**config.mk**
```make
export PLATFORM = sky130hd
export DESIGN_NAME = seven_seg_seconds
export DESIGN_NICKNAME = d
export VERILOG_FILES = /design/src/rtl/seven_seg_seconds.sv
export SDC_FILE = /design/constraint.sdc
export NUM_CORES = 1
export LEC_CHECK = 0
export CAP_MARGIN = 20
export CORE_UTILIZATION = 30
export CTS_CLUSTER_SIZE = 24
export DETAILED_ROUTE_END_ITERATION = 16
export PLACE_DENSITY = 0.47
export SLEW_MARGIN = 20
export SYNTH_ARGS = -nofsm -noshare
export SYNTH_HDL_FRONTEND = slang
export SYNTH_SLANG_ARGS = --single-unit
```
**constraint.sdc**
```tcl
create_clock -name clk -period 9.48 [get_ports clk]
set_input_delay 1.422 -clock clk [delete_from_list [all_inputs] [get_ports clk]]
set_output_delay 1.422 -clock clk [all_outputs]
set_load 0.005 [all_outputs]
```
**src/rtl/seven_seg_seconds.sv**
```systemverilog
// Decimal seconds counter on a single seven-segment digit. The tick period
// in clk cycles can be reloaded at run time.
module seven_seg_seconds #(
  parameter logic [23:0] DEFAULT_COMPARE = 24'd16_000_000
) (
  input  logic        clk,
  input  logic        reset,
  input  logic [23:0] compare_in,
  input  logic        update_compare,
  output logic [6:0]  led_out
);

  logic [23:0] compare_q, compare_d;
  logic [23:0] count_q, count_d;
  logic [3:0]  digit_q, digit_d;
  logic        tick;

  // Periods of 0 and 1 both tick every cycle; compare-1 would wrap for 0.
  assign tick = (compare_q < 24'd2) || (count_q == (compare_q - 24'd1));

  always_comb begin
    compare_d = compare_q;
    count_d   = count_q + 24'd1;
    digit_d   = digit_q;
    if (update_compare) begin
      compare_d = compare_in;
      count_d   = 24'd0;
    end else if (tick) begin
      count_d = 24'd0;
      digit_d = (digit_q >= 4'd9) ? 4'd0 : digit_q + 4'd1;
    end
  end

  always_ff @(posedge clk) begin
    if (reset) begin
      compare_q <= DEFAULT_COMPARE;
      count_q   <= 24'd0;
      digit_q   <= 4'd0;
    end else begin
      compare_q <= compare_d;
      count_q   <= count_d;
      digit_q   <= digit_d;
    end
  end

  // Segment order {g,f,e,d,c,b,a}, active high.
  always_comb begin
    led_out = 7'h00;
    case (digit_q)
      4'd0:    led_out = 7'h3F;
      4'd1:    led_out = 7'h06;
      4'd2:    led_out = 7'h5B;
      4'd3:    led_out = 7'h4F;
      4'd4:    led_out = 7'h66;
      4'd5:    led_out = 7'h6D;
      4'd6:    led_out = 7'h7D;
      4'd7:    led_out = 7'h07;
      4'd8:    led_out = 7'h7F;
      4'd9:    led_out = 7'h6F;
      default: led_out = 7'h00;
    endcase
  end

endmodule

```
# Word level (Yosys, flattened, before mapping)
# Memories as Yosys holds them, arrays and structs flattened. A register that Yosys moved wholly into a read port is not among the register bits.
# Index checks and enable logic that the tools add are counted.
# Widths: inputs -> output; s select.
# totals
register_bits	52
rom_bits	112
in_bits	27
out_inout_bits	7
word_cells	17
mem_count	1
# memory_table
name	words	word_bits	read_ports	rd_ports_with_merged_regs	write_ports	line	rtl
(no name shown)	16	7	1	1	0	49	case (digit_q)
# classes
n_addsub	3
n_lt_le_gt_ge	2
n_eq_ne	1
n_mux	3
n_bitwise	1
n_reduce_logical	3
# ops
operator	n
$add 24x1->24 const B	1
$eq 24x24->1	1
$lt 24x2->1 const B	1
$sub 24x1->24 const B	1
$mux 4	3
$add 4x1->4 const B	1
$ge 4x4->1 const B	1
$reduce_or 3->1	1
$reduce_and 2->1	1
$logic_or 1x1->1	1
$not 1->1	1

# Depth between registers and ports, before layout
# depth
ltp_word	6
mapped_depth	16
mapped_depth_nobuf	16

# Worst setup path before layout
# Ideal clock, no wire load.
# synth_path
path_kind	register to register
from	reg compare_q[0]
to	reg, netlist name led_out[1]
setup_ps	119
arrival_time_ps	3252
required_time_ps	9361
setup_slack_ps	6109
stages_incl_launch_ff	15
path_buffers	0
period_less_slack_ps	3371
cell_sequence	dfxtp_1 inv_1 ha_1 nor4b_4 nor2_1 or4_1 a2111oi_2 nand4_1 nand4b_4 a21oi_1 a21oi_1 or2_2 ha_1 nor3_1 nor2_1
# synth_via
elab_chain_cells	6
word_cells_on_any_way	7
classes_between	1 x add/sub; 1 x order compare; 1 x eq/ne; 2 x mux; 2 x reduce/logical
# synth_rtl
item	line	rtl
from (decl)	13	logic [23:0] compare_q, compare_d;
from (signal assigned)	40	compare_q <= compare_d;
$sub 24x1->24	19	assign tick = (compare_q < 24'd2) || (count_q == (compare_q - 24'd1));
$eq 24x24->1	19	
$logic_or 1x1->1 *	19	
$reduce_and 2->1 (no line) *	--	
$mux 4 (no line) * (2 in series)	--	
# Every way passes the cells marked *; elsewhere a longest branch is shown, timed or not.
# A chain may end at the register's enable or synchronous reset.

# Worst setup path after layout
# layout_path
from	reg compare_q[9]
to	reg, netlist name led_out[1]
# layout_via
elab_chain_cells	6
word_cells_on_any_way	7
classes_between	1 x add/sub; 1 x order compare; 1 x eq/ne; 2 x mux; 2 x reduce/logical
# layout_rtl
item	line
$sub 24x1->24	19
$eq 24x24->1	19
$logic_or 1x1->1 *	19
$reduce_and 2->1 (no line) *	--
$mux 4 (no line) * (2 in series)	--
# Marked as above.

==> results_tabular.tex <==
\begin{tabular}{lr}
\hline
Metric & Value \\
\hline
\multicolumn{2}{l}{\textbf{Status}} \\
Run status & finished clean \\
\multicolumn{2}{l}{\textbf{Setup path}} \\
Critical register-to-register path startpoint & compare\_q[9] \\
Capture point of the worst reg-to-reg path & led\_out[1] \\
R2R Setup Slk & 5.71 ns \\
CP endpoint kind & flip-flop \\
CP arrival & 3.99 ns \\
Crit start category & flip-flop \\
Critical path required time & 9.69 ns \\
Depth of the most critical reg-to-reg path & 12 \\
CP max FO & 6 \\
Kind of critical path & reg2reg \\
\multicolumn{2}{l}{\textbf{Synthesis}} \\
Area of the mapped netlist & 3400 um2 \\
Synthesized netlist cell count & 393 \\
Cell types with the largest area share after synthesis & dfxtp\_1 (35\%), mux2i\_1 (8.0\%), nor2\_1 (7.6\%), xor2\_1 (7.5\%), xnor2\_1 (5.7\%) \\
Yosys warns & 0 \\
Simple-Gate Fraction of Synth Area & 26.9\% \\
Sequential cell area fraction in the yosys report & 34.8\% \\
Area share of xor/xnor cells in the synthesized design & 13.1\% \\
Post-synthesis net count & 431 \\
Number of different library cells in the post-synthesis netlist & 63 \\
Avg Inst Size Synth & 8.64 um2 \\
Cell with the most instances after synthesis & nor2\_1 \\
Proportion of netlist area held by the largest area contributor & 34.8\% \\
Compound-gate portion of the synthesized area & 9.72\% \\
Count of flip-flops with a built-in enable after synthesis & 0 \\
Biggest area consumer among synthesized cells & dfxtp\_1 \\
Synth async-reset ratio & 0\% \\
Share of synthesized area spent on multiplexers & 8.29\% \\
Number of synthesized register bits & 59 \\
Adder-cell share of the synthesized area & 4.05\% \\
Commonest cells in the netlist & nor2\_1 (69), dfxtp\_1 (59), xor2\_1 (29) \\
Dominant combinational cell family by area after synthesis & simple AND/OR/NAND/NOR gates \\
Synth Flop Type & dfxtp\_1 \\
\multicolumn{2}{l}{\textbf{Power}} \\
Pwr per Cell Area & 160 nW/um2 \\
Leakage power summed over all cells & 0.00165 uW \\
Peak supply drop & 0.0666 mV \\
\multicolumn{2}{l}{\textbf{STA}} \\
Transition time at the pin with the least slew margin & 0.852 ns \\
Final clock period utilization by the worst path & 39.8\% \\
Hold Worst Slack & 0.520 ns \\
Worst relative slew slack & 43.2\% \\
Highest Clock Rate & 265 MHz \\
Number of pins with negative max-slew slack in the final report & 0 \\
Setup Skew & 0.00830 ns \\
Final sum of negative setup slack & 0 ns \\
Final Hold Viols & 0 \\
Slack of the critical path & 5.71 ns \\
RSZ-0062 raised after global routing & false \\
Number of setup violations in the final report & 0 \\
Time the final worst path needs with I/O delays and setup & 3.77 ns \\
\multicolumn{2}{l}{\textbf{Hold path}} \\
Class of the tightest hold or removal check & reg2reg \\
Worst Hold End & count\_q[0] \\
Instance count along the most critical hold path & 1 \\
Hold path startpoint & count\_q[0] \\
\multicolumn{2}{l}{\textbf{Finish}} \\
Area occupied by multi-input gates & 2110 um2 \\
Post-layout net count & 463 \\
Number of filler cells placed in the layout & 1144 \\
Register area & 1180 um2 \\
Number of antenna cells inserted & 0 \\
Proportion of layout cells with a drive suffix above 1 & 7.93\% \\
Area Growth Syn to Fin & 22.7\% \\
Finished Core Util & 38.1\% \\
\multicolumn{2}{l}{\textbf{CTS}} \\
CTS buffer count & 9 \\
Post\_cts resized & 0 \\
CTS tree & built \\
Clock-pin transition on the worst setup and hold timing paths & 0.05 ns \\
Number of clock sinks & 59 \\
Max H-tree Level & 3 \\
Cell at the root of the clock tree & clkbuf\_16 \\
Hold bufs inserted after CTS & 0 \\
Longest Clk Path Bufs & 2 \\
Post-CTS setup repair buffer count & 0 \\
Clock insertion delay at the later pin of the skew report & 0.33 ns \\
\multicolumn{2}{l}{\textbf{GRT}} \\
Vias in the first global route & 2615 \\
Antenna violations before repair & 0 \\
Global routing usage summed across all routing layers & 15.1\% \\
Wire length of the first global-routing pass & 13.3 mm \\
Final global-route overflow total & 0 \\
Largest net degree at the start of global routing & 31 \\
\multicolumn{2}{l}{\textbf{Die}} \\
Effective utilization at floorplan & 31.1\% \\
Top-Level Pins & 34 \\
Chip height & 108 um \\
DIE AREA & 11800 um2 \\
Horizontal die dimension & 108 um \\
Area of the core & 10900 um2 \\
Row count & 38 \\
\multicolumn{2}{l}{\textbf{Flow run}} \\
Number of max-cap violations & 0 \\
\multicolumn{2}{l}{\textbf{Place}} \\
Port Buffer Count & 33 \\
Worst setup slack after placement & 5.76 ns \\
Detailed-placement wirelength estimate & 6.03 mm \\
Final Wtd Congestion & 0.804 \\
\multicolumn{2}{l}{\textbf{Drt}} \\
Starting DRT DRC Count & 121 \\
Pre-Repair DR Iteration Count & 5 \\
Overall via count from detail\_route & 2790 \\
Wire length per cell & 14.5 um \\
DRC viols & 0 \\
Overall routed net length & 8.24 mm \\
Number of nets still failing antenna checks after routing & 0 \\
Via-to-Cell Ratio & 4.90 \\
\hline
\end{tabular}
## cells by family after synthesis
| kind of cell | count (synthesis) |
|---|---|
| adder cells (fa/ha/maj) | 11 |
| AO/OA/AOI/OAI | 46 |
| buffers and inverters | 26 |
| multiplexers | 28 |
| XOR/XNOR | 51 |
| AND/OR/NAND/NOR | 172 |
| flip-flops | 59 |
## registers in the layout, indices dropped and copies added (netlist names)
signal     cells
digit_q        4
compare_q     24
led_out        7
count_q       24
## cell usage in the layout, fill, tap and decap left out, types with 2 or more instances in the layout
master / netlist / final
a21boi_0: 2 / 2
a21oi_1: 10 / 10
a31oi_1: 3 / 3
and2_1: 4 / 4
and3_1: 9 / 9
and3b_1: 2 / 2
and4_1: 2 / 2
clkbuf_16: 0 / 9
clkbuf_8: 0 / 4
clkdlybuf4s50_1: 0 / 32
dfxtp_1: 59 / 59
ha_1: 11 / 11
inv_1: 11 / 11
mux2i_1: 27 / 27
nand2_1: 27 / 27
nand3_1: 19 / 19
nand3b_1: 2 / 2
nand4_1: 4 / 4
nor2_1: 69 / 69
nor2b_1: 2 / 2
nor3_1: 10 / 10
nor4_1: 2 / 2
nor4_2: 4 / 4
o211ai_1: 2 / 2
o21ai_0: 6 / 6
o22ai_1: 3 / 3
o311a_1: 2 / 2
or2_2: 3 / 3
or4_1: 2 / 2
xnor2_1: 22 / 22
xor2_1: 29 / 29
## how the worst max path moves through the flow
stage,slack [ns],cells after the start,startpoint,to
2_1_floorplan,6.11,14,compare_q[0],led_out[1]
3_3_place_gp,5.80,14,compare_q[0],led_out[1]
3_5_place_dp,5.76,14,compare_q[0],led_out[1]
4_1_cts,5.74,14,compare_q[1],led_out[1]
5_1_grt,5.39,12,compare_q[9],led_out[1]
6_report,5.71,12,compare_q[9],led_out[1]
## power by group
part           switching (uW)  internal, uW  leakage (uW)
registers                11.6           255      0.000481
clock network             110           230      0.000155
logic                    29.9          31.7       0.00102
## routing by layer
layer | track usage (%) | part of all wire [%] | wire length [um] | vias up
li1 | - | - | - | 1432
met1 | 18.7 | 47 | 3870 | 1303
met2 | 24.9 | 47 | 3890 | 43
met3 | 4.10 | 4.1 | 336 | 12
met4 | 5.41 | 1.7 | 139 | 0
met5 | 0 | 0 | 0 | -
## stage by stage
step	power (uW)	area (um2)	std cells
final	669	4170	569
after global routing	696	4170	569
after CTS	675	4160	568
after detailed placement	333	3840	553
after global placement	333	3840	553
after floorplan	310	3400	393
## critical path, cell delays in order (launching register included)
cell       delay, ns
dfxtp_1         0.36
nor3_1          0.41
nand4_1         0.26
o31a_1          0.29
a2111oi_0       0.50
nand4_1         0.16
nand4b_4        0.23
a21oi_1         0.39
a21oi_1         0.17
or2_2           0.34
ha_1            0.30
nor3_1          0.20
nor2_1          0.06
## final cells by class
type	instances	share of cell area [%]
Tap cell	140	4.20
Clock buffer	14	6.81
Inverter	12	1.08
Timing Repair Buffer	35	8.25
Multi-Input combinational cell	308	50.6
Sequential cell	59	28.3
Clock inverter	1	0.720
Power figures use the tool's default switching activity.
